==> src/rtl/rf_pkg.sv <==
// Shared definitions for the multi-port register file: data type, sweep FSM
// states and port-count limits.
package rf_pkg;

  localparam int DATA_W = 32;
  localparam int MAX_RD = 4;
  localparam int MAX_WR = 2;

  typedef logic [DATA_W-1:0] data_t;

  typedef enum logic {
    IDLE  = 1'b0,
    SWEEP = 1'b1
  } sweep_state_t;

endpackage

==> src/rtl/rf_scoreboard.sv <==
// Pending-producer scoreboard: one bit per register, set on issue, cleared by
// writes or by the sweep. Bit 0 is hard-wired to zero.
module rf_scoreboard
  import rf_pkg::*;
#(
  parameter  int NUM_REGS = 32,
  localparam int AW       = $clog2(NUM_REGS)
) (
  input  logic                clk,
  input  logic                reset_n,
  input  logic                set_en,
  input  logic [AW-1:0]       set_idx,
  input  logic [NUM_REGS-1:0] clr_vec,
  input  logic                sweep_en,
  input  logic [AW-1:0]       sweep_idx,
  output logic [NUM_REGS-1:0] busy_vec
);

  logic [NUM_REGS-1:0] busy_r;
  logic [NUM_REGS-1:0] busy_next_s;

  // Next-state per bit: a set beats any clear; the sweep clears its index.
  always_comb begin
    busy_next_s = {NUM_REGS{1'b0}};
    for (int i = 1; i < NUM_REGS; i++) begin
      busy_next_s[i] = (set_en && (set_idx == AW'(i)))     ? 1'b1 :
                       (sweep_en && (sweep_idx == AW'(i))) ? 1'b0 :
                       (busy_r[i] & ~clr_vec[i]);
    end
  end

  // Scoreboard state register.
  always_ff @(posedge clk or negedge reset_n) begin
    if (!reset_n) begin
      busy_r <= {NUM_REGS{1'b0}};
    end else begin
      busy_r <= busy_next_s;
    end
  end

  assign busy_vec = busy_r;

endmodule

==> src/rtl/rf_mp.sv <==
// Multi-port register file with x0 hard-wired to zero, a pending-producer
// scoreboard and a one-register-per-cycle sweep clear. Define RF_BYPASS_EN
// to forward same-cycle write data to the read ports.
module rf_mp
  import rf_pkg::*;
#(
  parameter  int NUM_REGS = 32,
  parameter  int NUM_RD   = 2,
  parameter  int NUM_WR   = 1,
  localparam int AW       = $clog2(NUM_REGS)
) (
  input  logic                         clk,
  input  logic                         reset_n,
  input  logic [NUM_RD-1:0][AW-1:0]    rd_addr,
  output data_t [NUM_RD-1:0]           rd_data,
  output logic [NUM_RD-1:0]            rd_busy,
  input  logic [NUM_WR-1:0]            we,
  input  logic [NUM_WR-1:0][AW-1:0]    wr_addr,
  input  data_t [NUM_WR-1:0]           wr_data,
  input  logic                         iss_valid,
  input  logic [AW-1:0]                iss_rd,
  input  logic                         clr_req,
  output logic                         clr_busy
);

  if ((NUM_RD < 1) || (NUM_RD > MAX_RD) || (NUM_WR < 1) || (NUM_WR > MAX_WR)) begin : g_param_err
    $error("rf_mp: NUM_RD/NUM_WR outside supported range");
  end

`ifdef RF_BYPASS_EN
  localparam logic BYPASS = 1'b1;
`else
  localparam logic BYPASS = 1'b0;
`endif

  localparam logic [AW-1:0] IDX_ZERO = {AW{1'b0}};
  localparam logic [AW-1:0] IDX_ONE  = {{(AW-1){1'b0}}, 1'b1};
  localparam logic [AW-1:0] IDX_LAST = {AW{1'b1}};

  data_t               regs_r [NUM_REGS];
  sweep_state_t        state_r;
  sweep_state_t        next_state_s;
  logic [AW-1:0]       sweep_idx_r;
  logic [AW-1:0]       sweep_idx_next_s;
  logic                sweeping_s;
  logic [NUM_WR-1:0]   wr_act_s;
  logic [NUM_REGS-1:0] clr_vec_s;
  logic [NUM_REGS-1:0] busy_vec_s;
  logic                set_en_s;

  assign sweeping_s = (state_r == SWEEP);
  assign set_en_s   = iss_valid && !sweeping_s && (iss_rd != IDX_ZERO);

  // Qualified write strobes and the scoreboard clear vector they produce.
  always_comb begin
    wr_act_s  = {NUM_WR{1'b0}};
    clr_vec_s = {NUM_REGS{1'b0}};
    for (int w = 0; w < NUM_WR; w++) begin
      wr_act_s[w] = we[w] && !sweeping_s && (wr_addr[w] != IDX_ZERO);
      clr_vec_s   = clr_vec_s |
                    (wr_act_s[w] ? ({{(NUM_REGS-1){1'b0}}, 1'b1} << wr_addr[w])
                                 : {NUM_REGS{1'b0}});
    end
  end

  // Sweep FSM next-state and index.
  always_comb begin
    next_state_s     = state_r;
    sweep_idx_next_s = sweep_idx_r;
    case (state_r)
      IDLE: begin
        if (clr_req) begin
          next_state_s     = SWEEP;
          sweep_idx_next_s = IDX_ONE;
        end else begin
          next_state_s     = IDLE;
        end
      end
      SWEEP: begin
        sweep_idx_next_s = sweep_idx_r + IDX_ONE;
        if (sweep_idx_r == IDX_LAST) begin
          next_state_s = IDLE;
        end else begin
          next_state_s = SWEEP;
        end
      end
      default: begin
        next_state_s     = IDLE;
        sweep_idx_next_s = IDX_ZERO;
      end
    endcase
  end

  // Sweep FSM state register.
  always_ff @(posedge clk or negedge reset_n) begin
    if (!reset_n) begin
      state_r     <= IDLE;
      sweep_idx_r <= IDX_ZERO;
    end else begin
      state_r     <= next_state_s;
      sweep_idx_r <= sweep_idx_next_s;
    end
  end

  // Register array: ascending port loop lets the higher port win a collision.
  always_ff @(posedge clk or negedge reset_n) begin
    if (!reset_n) begin
      for (int i = 0; i < NUM_REGS; i++) begin
        regs_r[i] <= {DATA_W{1'b0}};
      end
    end else begin
      for (int w = 0; w < NUM_WR; w++) begin
        if (wr_act_s[w]) begin
          regs_r[wr_addr[w]] <= wr_data[w];
        end
      end
      if (sweeping_s) begin
        regs_r[sweep_idx_r] <= {DATA_W{1'b0}};
      end
    end
  end

  rf_scoreboard #(
    .NUM_REGS (NUM_REGS)
  ) u_scoreboard (
    .clk       (clk),
    .reset_n   (reset_n),
    .set_en    (set_en_s),
    .set_idx   (iss_rd),
    .clr_vec   (clr_vec_s),
    .sweep_en  (sweeping_s),
    .sweep_idx (sweep_idx_r),
    .busy_vec  (busy_vec_s)
  );

  // Combinational read ports with optional write forwarding.
  always_comb begin
    data_t val_s;
    rd_data = {NUM_RD{ {DATA_W{1'b0}} }};
    rd_busy = {NUM_RD{1'b0}};
    for (int p = 0; p < NUM_RD; p++) begin
      val_s = (rd_addr[p] == IDX_ZERO) ? {DATA_W{1'b0}} : regs_r[rd_addr[p]];
      for (int w = 0; w < NUM_WR; w++) begin
        val_s = (BYPASS && wr_act_s[w] && (wr_addr[w] == rd_addr[p])) ? wr_data[w] : val_s;
      end
      rd_data[p] = val_s;
      rd_busy[p] = busy_vec_s[rd_addr[p]];
    end
  end

  assign clr_busy = sweeping_s;

endmodule

==> config.mk <==
export PLATFORM = sky130hd
export DESIGN_NAME = rf_mp
export DESIGN_NICKNAME = d
export VERILOG_FILES = /design/src/rtl/rf_pkg.sv /design/src/rtl/rf_scoreboard.sv /design/src/rtl/rf_mp.sv
export SDC_FILE = /design/constraint.sdc
export NUM_CORES = 2
export LEC_CHECK = 0
export ABC_AREA = 0
export BUFFER_PORTS_ARGS = -buffer_cell sky130_fd_sc_hd__buf_2
export CORE_MARGIN = 5
export CORE_UTILIZATION = 66
export CTS_BUF_LIST = sky130_fd_sc_hd__clkbuf_4 sky130_fd_sc_hd__clkbuf_8
export CTS_CLUSTER_DIAMETER = 100
export DETAILED_ROUTE_END_ITERATION = 7
export PLACE_DENSITY_LB_ADDON = 0.2
export SLEW_MARGIN = 25
export SYNTH_ARGS = -nofsm -noshare
export SYNTH_HDL_FRONTEND = slang
export SYNTH_SLANG_ARGS = --single-unit
==> constraint.sdc <==
create_clock -name clk -period 2.3 [get_ports clk]
set_input_delay 0.115 -clock clk [delete_from_list [all_inputs] [get_ports clk]]
set_output_delay 0.115 -clock clk [all_outputs]
set_load 0.02 [all_outputs]
==> metrics <==
WL final=239700 µm; Finished Layout Cells=7608; Max-cap violations=0; largest net degree at the start of global routing=83; mapped cell area=58910 µm²; Yosys reg bits=1061; TritonCTS clock tree=yes; critical-path maximum fanout=3; Yosys cell types=44; multi-input logic area=31420 µm²; Final Setup Violations=66; Required @ worst endpoint=2180 ps; WHS=between 40 and 50 ps; Final Hold Viols=0; WP buf/inv=3; Final Cycle Share=128.2%; fin util=79.76%; post-synthesis instance total=just over 6000; die area=95340 µm²; Power Dens Cells=744.2 nW/µm²; synthesized area per cell=9.717 µm²; placed instance area=64280 µm²; layout cells sized above 1=26.04%; DIE WIDTH=308.8 µm; Nets=~6300; Clock transition at path regs=70 ps; HPWL Detailed=approximately 140000 µm; Area Growth Syn to Fin=19.84%; Worst path max stage delay=roughly 530 ps; final instance area=70600 µm²; H-Tree Depth=4; Hold Crit Class=in -> reg; total I/O pin count=124; worst-margin pin slew=897.0 ps; CTS Sinks=1061; dpl cells=7172; Die Y=roughly 310 µm; count of input and output buffers=123; max_slew headroom=between 40% and 50%; initial antenna violation count=17; vias in the first global route=approximately 57000; setup slack, reg-to-reg=60 ps; Starting Density=66.56%; Via Count=56700; vias per std cell=around 7.5; syn nets=approximately 6000; Yosys top cell by area=dfrtp_1; slowest cell on the critical path=mux4_2; Leak Pwr=~29 nW; 1st-iter DRT viols=between 10000 and 15000; Sequential Area=roughly 27000 µm²; WP data arrival=2830 ps; Critical Path Start Type=flop; RePlAce Congestion=0.9979; Post-DRT Antenna Nets=0; max-slew violation count=0; clk_lat worst skew=910 ps; Layout fillers=about 5300; top post-synthesis cells by area=dfrtp_1 (45%), mux4_2 (18%), nand2_1 (13%), a21oi_1 (8.4%), mux2i_1 (3.3%); DRT Pass-1 Iters=8; worst path cell trace=mux4_2 -> mux2_4 -> o21ai_2 -> buf_6 -> a311oi_2 -> buf_4 -> buf_6; Total Routing Usage GR=49.80%; top cell type's share of synthesized area=45.07%; Clock Path Buffers=3; violated checks=DRC, setup timing; family with the most delay on the worst path=multiplexers; status=finished with violations; grt ovf=0; Clock Skew=31.75 ps; Seq/Total Area, Yosys=45.07%; most used cell along the critical path=buf_6; clk root buf=clkbuf_8; Synthesis Warnings=0; count leader, synth=nand2_1; RSZ-0062 raised after global routing=true; Period minus WS final=2949 ps; Max VDD drop=646.8 µV; top cells by count, synth=nand2_1 (2049), dfrtp_1 (1061), a21oi_1 (993), clkbuf_1 (477), mux4_2 (466); first-pass GRT wire length=352300 µm; EDFF count, synth=0; DP Worst Slack=-247.0 ps; Async SR Flop Fraction=100.0%; CP Capture Type=output port; CTS Buf Count=175; final worst slack=-649.4 ps; Wirelength per Cell=31.51 µm; kind of critical path=reg -> out; Placeable Area=88510 µm²; Std-Cell Rows=109; DRC=7; Synth Flop Type=dfrtp_1; Max Freq=339.1 MHz
## report_power, final
part           switching (mW)  internal, mW  total [mW]
registers                1.66          20.5        22.2
clock network            8.28          10.6        18.9
logic                    6.87          4.62        11.5
## sequential cells by signal (all words and copies together), names as in the netlist
name / cells
regs_r: 1024
clr_busy: 1
sweep_idx_r: 5
u_scoreboard.busy_vec: 31
## cell type report
class / count / share of cell area [%]
timing repair buffer: 665 / 10.11
sequential: 1061 / 37.61
multi-input combinational: 4372 / 44.51
clock buffer: 276 / 4.920
antenna: 19 / 0.06735
clock inverter: 41 / 0.6646
tap: 1165 / 2.065
inverter: 9 / 0.05317
## path summary, 6_finish.rpt
| kind | end | cells after the start | startpoint |
|---|---|---|---|
| worst min register to register | regs_r[1023] | 1 | regs_r[1023] |
| worst max-delay path | rd_data[18] | 7 | regs_r[786] |
| max in group asynchronous | regs_r[933] | 5 | reset_n |
| min in group asynchronous | regs_r[483] | 4 | reset_n |
| worst min-delay path | sweep_idx_r[4] | 3 | clr_req |
| worst max register to register | regs_r[547] | 6 | clr_busy |
## cells by family after synthesis
logic type,synth area share (%)
simple gates,15.33
compound gates,13.26
buf+inv,4.405
flops,45.07
xor+xnor,0.02974
fa+ha+maj,0.1274
mux,21.78
## layer usage
layer	track usage [%]	vias to the layer above	share of wire (%)
li1	-	21820	-
met1	62.22	27290	32
met2	69.41	5945	42
met3	24.72	1643	19
met4	32.00	6	7.7
met5	0	-	0.014
## metrics by stage
stage / power, mW / setup TNS, ps
after global routing: 53.85 / -33960
after detailed placement: 32.70 / -1015
after global placement: 32.32 / -863.1
final: 52.54 / -32540
after floorplan: 27.82 / 0
after CTS: 51.57 / -31980
## tightest hold or removal path, stage by stage
cell	delay (ps)
dlygate4sd3_1	520
buf_2	170
o31ai_1	80
## cell usage in the layout, fill, tap and decap left out, types with 60 or more instances in the layout
master    netlist  layout
clkbuf_8        0     224
mux2i_1       195     175
mux4_2        466     466
buf_2         115      74
dfrtp_1      1061    1061
o21ai_0       120      81
a21oi_1       993     993
buf_12          0     155
buf_4          17     325
nand2_1      2049    2049
a22oi_1        64      60
## repair_timing
item,CTS,global route
gates resized for setup,209,139
endpoints found under the setup margin,66,66
pin swaps,57,44
hold endpoints to repair,2090,0
hold buffers,50,0
setup buffers,33,19
Note: power is estimated with default switching activity, not from simulation.
